--- src/rtl/mreq_arbiter_rr.sv ---
// Memory-request arbiter: picks one of REQS_NUM requesters (fixed priority or
// round-robin), captures its fields and holds them until the downstream
// completes the request.
module mreq_arbiter_rr #(
  parameter int REQS_NUM     = 2,
  parameter int REQS_IBITS   = 1,
  parameter int MODE         = 1,
  parameter int WCOUNT_WIDTH = 8,
  parameter int ADDR_WIDTH   = 32
) (
  input  logic                    i_clk,
  input  logic                    i_rst,
  input  logic [REQS_NUM-1:0]     i_mreqs_valid,
  output logic [REQS_NUM-1:0]     o_mreqs_ready,
  output logic [REQS_IBITS-1:0]   o_mreq_sel,
  input  logic                    i_mreq_wr,
  input  logic                    i_mreq_aincr,
  input  logic [1:0]              i_mreq_wsize,
  input  logic [WCOUNT_WIDTH-1:0] i_mreq_wcount,
  input  logic [ADDR_WIDTH-1:0]   i_mreq_addr,
  output logic                    o_mreq_valid,
  input  logic                    i_mreq_ready,
  output logic                    o_mreq_wr,
  output logic                    o_mreq_aincr,
  output logic [1:0]              o_mreq_wsize,
  output logic [WCOUNT_WIDTH-1:0] o_mreq_wcount,
  output logic [ADDR_WIDTH-1:0]   o_mreq_addr,
  output logic                    o_busy
);

  typedef enum logic {IDLE, EXEC} state_t;

  state_t                  state_q, state_d;
  logic [REQS_IBITS-1:0]   grant_q, grant_d;
  logic [REQS_IBITS-1:0]   last_q, last_d;
  logic                    wr_q, wr_d;
  logic                    aincr_q, aincr_d;
  logic [1:0]              wsize_q, wsize_d;
  logic [WCOUNT_WIDTH-1:0] wcount_q, wcount_d;
  logic [ADDR_WIDTH-1:0]   addr_q, addr_d;

  logic [REQS_IBITS-1:0]   winner;
  logic                    any_valid;
  int                      idx;

  // Round-robin scans downward so the closest index after last_q is written last and wins.
  always_comb begin
    winner    = '0;
    idx       = 0;
    any_valid = |i_mreqs_valid;
    if (MODE == 0) begin
      for (int i = 0; i < REQS_NUM; i++) begin
        if (i_mreqs_valid[i]) winner = REQS_IBITS'(i);
      end
    end else begin
      for (int k = REQS_NUM; k >= 1; k--) begin
        idx = int'(last_q) + k;
        if (idx >= REQS_NUM) idx = idx - REQS_NUM;
        if (i_mreqs_valid[idx]) winner = REQS_IBITS'(idx);
      end
    end
  end

  always_comb begin
    state_d  = state_q;
    grant_d  = grant_q;
    last_d   = last_q;
    wr_d     = wr_q;
    aincr_d  = aincr_q;
    wsize_d  = wsize_q;
    wcount_d = wcount_q;
    addr_d   = addr_q;
    case (state_q)
      IDLE: begin
        if (any_valid) begin
          state_d  = EXEC;
          grant_d  = winner;
          if (MODE == 1) last_d = winner;
          wr_d     = i_mreq_wr;
          aincr_d  = i_mreq_aincr;
          wsize_d  = i_mreq_wsize;
          wcount_d = i_mreq_wcount;
          addr_d   = i_mreq_addr;
        end
      end
      EXEC: begin
        if (i_mreq_ready) state_d = IDLE;
      end
      default: state_d = IDLE;
    endcase
  end

  always_ff @(posedge i_clk or posedge i_rst) begin
    if (i_rst) begin
      state_q  <= IDLE;
      grant_q  <= '0;
      last_q   <= REQS_IBITS'(REQS_NUM - 1);
      wr_q     <= 1'b0;
      aincr_q  <= 1'b0;
      wsize_q  <= '0;
      wcount_q <= '0;
      addr_q   <= '0;
    end else begin
      state_q  <= state_d;
      grant_q  <= grant_d;
      last_q   <= last_d;
      wr_q     <= wr_d;
      aincr_q  <= aincr_d;
      wsize_q  <= wsize_d;
      wcount_q <= wcount_d;
      addr_q   <= addr_d;
    end
  end

  // The completion strobe is combinational so the requester sees it in the same cycle as i_mreq_ready.
  always_comb begin
    o_mreqs_ready = '0;
    for (int i = 0; i < REQS_NUM; i++) begin
      o_mreqs_ready[i] = (state_q == EXEC) && i_mreq_ready && (grant_q == REQS_IBITS'(i));
    end
  end

  assign o_mreq_sel    = ((state_q == IDLE) && any_valid) ? winner : grant_q;
  assign o_mreq_valid  = (state_q == EXEC);
  assign o_busy        = (state_q == EXEC);
  assign o_mreq_wr     = wr_q;
  assign o_mreq_aincr  = aincr_q;
  assign o_mreq_wsize  = wsize_q;
  assign o_mreq_wcount = wcount_q;
  assign o_mreq_addr   = addr_q;

endmodule

--- config.mk ---
export PLATFORM = sky130hd
export DESIGN_NAME = mreq_arbiter_rr
export DESIGN_NICKNAME = d
export VERILOG_FILES = /design/src/rtl/mreq_arbiter_rr.sv
export SDC_FILE = /design/constraint.sdc
export NUM_CORES = 1
export LEC_CHECK = 0
export ABC_AREA = 1
export CAP_MARGIN = 30
export CORE_MARGIN = 1.5
export CORE_UTILIZATION = 42
export DETAILED_ROUTE_END_ITERATION = 10
export GPL_ROUTABILITY_DRIVEN = 0
export GPL_TIMING_DRIVEN = 0
export PLACE_DENSITY_LB_ADDON = 0.08
export REMOVE_ABC_BUFFERS = 1
export SYNTH_ARGS = -nofsm -noshare
export SYNTH_HDL_FRONTEND = slang
export SYNTH_SLANG_ARGS = --single-unit
--- constraint.sdc ---
create_clock -name i_clk -period 2.35 [get_ports i_clk]
set_input_delay 0.235 -clock i_clk [delete_from_list [all_inputs] [get_ports i_clk]]
set_output_delay 0.235 -clock i_clk [all_outputs]
set_load 0.03 [all_outputs]
; ---- Yosys cells after proc, flatten, opt, wreduce, memory -nomap -nowiden
; Cells that the tools add are included.
[op_classes]
mul = 0
n_mux = 14
n_lt_le_gt_ge = 4
n_bitwise = 2
n_addsub = 4
n_reduce_logical = 6
div = 0
eq_ne = 0
n_shift = 0
[op_table]
columns = operator, n
row1 = "< comparator 32 x 3 -> 1 bit, second input constant", 2
row2 = 2-to-1 mux 32 bit, 2
row3 = 2-to-1 mux 1 bit, 11
row4 = logical AND 1 bit, 4
row5 = "subtractor 3 x 2 -> 4 bit, second input constant", 1
row6 = "adder 1 x 2 -> 3 bit, second input constant", 1
row7 = ">= comparator 3 x 2 -> 1 bit, second input constant", 1
row8 = "subtractor 2 x 2 -> 3 bit, second input constant", 1
row9 = "adder 1 x 1 -> 2 bit, second input constant", 1
row10 = ">= comparator 2 bit, second input constant", 1
row11 = inverter 1 bit, 2
row12 = one-hot mux 1 bit (2 select lines), 1
row13 = AND reduction 2 bit, 1
row14 = OR reduction 2 bit, 1
[word_totals]
inputBits = 49
latch_bits = 0
register_bits = 47
mem_bits_ro = 0
output_inout_bits = 49
mem_bits_rw = 0
mem_count = 0
word_cells = 38

; ---- Longest topological paths before layout
[logic_depth]
word_depth = 9
depth_mapped = 6
ltp_nobuf = 4

; ---- Worst setup path after synthesis
; No wires, ideal clock.
[synth_timing]
path_kind = register to output
startpoint = reg state_q, in the netlist o_busy
endpoint = out o_mreq_sel
arrival_time_ns = 1.183
path_buffers = 1
path_slack_ns = 0.932
path_stages_with_launch = 6
required_ns = 2.115
path_cell_list = dfrtp_1 > inv_1 > o21ai_1 > buf_2 > nand2_1 > nand2_1
[synth_via]
elab_chain_len = 3
[synth_rtl]
columns = element, line
row1 = "start, declared", 33  ; state_t state_q, state_d;
row2 = "start signal, assigned", 104  ; state_q <= state_d;
row3 = inverter 1 bit (no line), -
row4 = logical AND 1 bit, 123  ; assign o_mreq_sel = ((state_q == IDLE) && any_valid) ? winner : grant_q;
row5 = 2-to-1 mux 1 bit, 123
row6 = "end, declared", 15  ; output logic [REQS_IBITS-1:0] o_mreq_sel,
; Every way passes these cells.

; ---- Worst setup path in the final report
; Ends and elaborated chain as after synthesis.

==> reports/metrics.cfg <==
[drt]
drt_wl_total_mm = 4.59
wl_per_cell_um = 12.9
ant_nets = 0
drc = 0
viasPerCell = 4.73
vias = 1680
dr.pass1.iters = 4
drt-initial-drc-count = 104

[global_route]
antenna_found_initial = 0
first_global_vias = 1642
grt_max_degree = 48
grt_pass1_wl_mm = 7.79
grt_overflow_total = 0
track_usage = 0.197

[synth]
synthCells = 211
synth-simple-area-share = 0.312
yosys-mux-area-fraction = 0
yosys.area.top_type = dfrtp_1
synthTopCellsByArea = dfrtp_1 (61%), nand2_1 (19%), nand3_1 (12%)
syn_avg_cell_area_um2 = 9.00
ys.flop_type = dfrtp_1
syn-cell-area_um2 = 1900
synthAdderAreaFrac = 0
synthArstFlopShare = 1.00
synth_edf_count = 0
ys_ff_latch = 47
synth-xor-area-share = 0
ys_warn_count = 0
synth.most_common_cell = nand2_1
synth_top_family_by_area = simple AND/OR/NAND/NOR gates
synth_compound_area_frac = 0.00527
ys_seq_area_frac = 0.620
synth_top_cell_area_share = 0.606
synth.distinct_cells = 12
synth_common_cells = nand2_1 (94), dfrtp_1 (46), nand3_1 (45)

[timing]
slew_headroom = 0.445
post-route-period-util = 0.808
worst_slew_pin_slew_ns = 0.830
finalSetupTns_ns = 0
grt_setup_unrepaired = no
finalSetupViolCount = 0
hold_viol = 0
period_needed_ns = 1.90
fmax_mhz = 526
skew_ns = 0.00422
maxSlewViolCount = 0

[place]
placed_area_um2 = 2890
dp_hpwl_mm = 3.02
place_inst = 347
io_buffer_count = 97

[critical_path]
cp-start-kind = flop
slowest_stage = dfrtp_1
path_class = flop to output pin
cpMostUsedCell = nand2_1
cp_slowest_stage_delay_ns = 0.41
path_cells = bufinv_8, o21ai_4, nand2_1, nand2_1, dlymetal6s2s_1
crit_path_end_kind = output pin
arrival_ns = 1.66
cp.required_ns = 2.12
crit_fanout = 47
cp_num_buf_inv = 2
path_delay_family = buffers and inverters

[pwr]
power_density_nw_per_um2 = 1140
p_leak_nw = 1.46
ir_drop_mv = 0.541

[clock_tree]
cts_sinks = 47
cts_hold_buf = 0
clockRootBuffer = clkbuf_8
cts_tree = done
cts-htree-levels = 2
clk_pin_slew_worst_paths_ns = 0.08
cts_buffers = 5
insertion_delay_ns = 0.29
clockBufferDepth = 2

[floorplanning]
core_um2 = 4350
io_pins = 98
start_util = 0.436
die-height_um = 70.2
die_area_um2 = 4930
rows = 24
die_w_um = 70.2

[finish]
nets = 351
stdcell_area_um2 = 2990
final_cells = 355
syn_to_final_growth_pct = 57.4
n_antenna_cell = 0
drive_gt1_frac = 0.0396

[hold_path]
hp-class = primary input to async pin

[run]
max_cap_viol_count = 0

[status]
status = finished, final reports clean

## logic make-up (layout without fill, tap and decap cells)
logic type / count (synthesis) / count (layout)
flip-flops: 47 / 47
buffers and inverters: 20 / 112
AND/OR/NAND/NOR: 142 / 142
AO/OA/AOI/OAI: 2 / 2
## metrics by stage
stage                     utilization  hold WS [ns]  power (mW)  setup WS (ns)
after global placement          0.651         0.453        2.93          -2.14
final                           0.686         0.300        3.41          0.450
after detailed placement        0.664         0.457        2.97         0.0462
after floorplan                     -         0.347        2.17         -0.795
after CTS                       0.684         0.320        3.45         0.0882
after global routing            0.686         0.362        3.62          0.326
## flip-flops by register name, indices dropped and copies added (netlist names)
name	cells
o_busy	1
grant_q	1
o_mreq_wsize	2
o_mreq_wr	1
o_mreq_aincr	1
o_mreq_wcount	8
last_q	1
o_mreq_addr	32
## worst register-to-register path: stages (launching register included)
cell and delay [ns]:
dfrtp_1 0.41, bufinv_8 0.38, o21ai_4 0.19, buf_12 0.22
nand2_1 0.08, nand2_1 0.05
## power by group
| part | leakage (nW) | internal [mW] | switching, mW |
|---|---|---|---|
| sequential | 0.574 | 1.09 | 0.144 |
| clock | 0.0395 | 0.212 | 0.253 |
| combinational | 0.844 | 0.706 | 1.01 |
## final cells by class
| type | count | area (um2) |
|---|---|---|
| Multi-Input combinational cell | 144 | 613 |
| Inverter | 5 | 32.5 |
| Clock buffer | 8 | 80.1 |
| Sequential cell | 47 | 1180 |
| Tap cell | 52 | 65.1 |
| Fill cell | 365 | 1370 |
| Timing Repair Buffer | 99 | 1020 |
## final timing paths
kind	start	end	slack [ns]	cells after the start
min	i_rst	o_mreq_addr[20]	0.30	2
max	o_busy	o_mreq_sel	0.45	5
min in group i_clk	o_mreq_addr[30]	o_mreq_addr[30]	0.47	2
max in group asynchronous	i_rst	o_mreq_wcount[2]	1.55	3
min reg2reg	o_mreq_addr[30]	o_mreq_addr[30]	0.47	2
max reg2reg	o_busy	o_mreq_addr[0]	0.92	5
## repair_timing
action                     CTS  global route
resized for setup            2             3
buffers inserted             0             0
hold endpoints to repair     0             0
setup endpoints to repair    1             1
## layer usage
metal  global-route usage  vias to the layer above  wire length (um)
met1                0.252                      759              1970
li1                     -                      849                 -
met3               0.0649                        8               360
met4               0.0513                        0                55
met5                    0                        -                 0
met2                0.322                       64              2210
## placed cells by master, fill, tap and decap left out
master	n
buf_16	1
nand3_1	45
o21ai_4	1
buf_12	1
o21ai_0	1
nor2_1	2
clkbuf_1	3
clkbuf_8	5
dfrtp_1	46
nand2_2	1
nand2_1	94
inv_2	1
inv_1	3
dlymetal6s2s_1	1
dfstp_2	1
bufinv_8	1
clkdlybuf4s50_1	96
(Power assumes the default switching activity.)
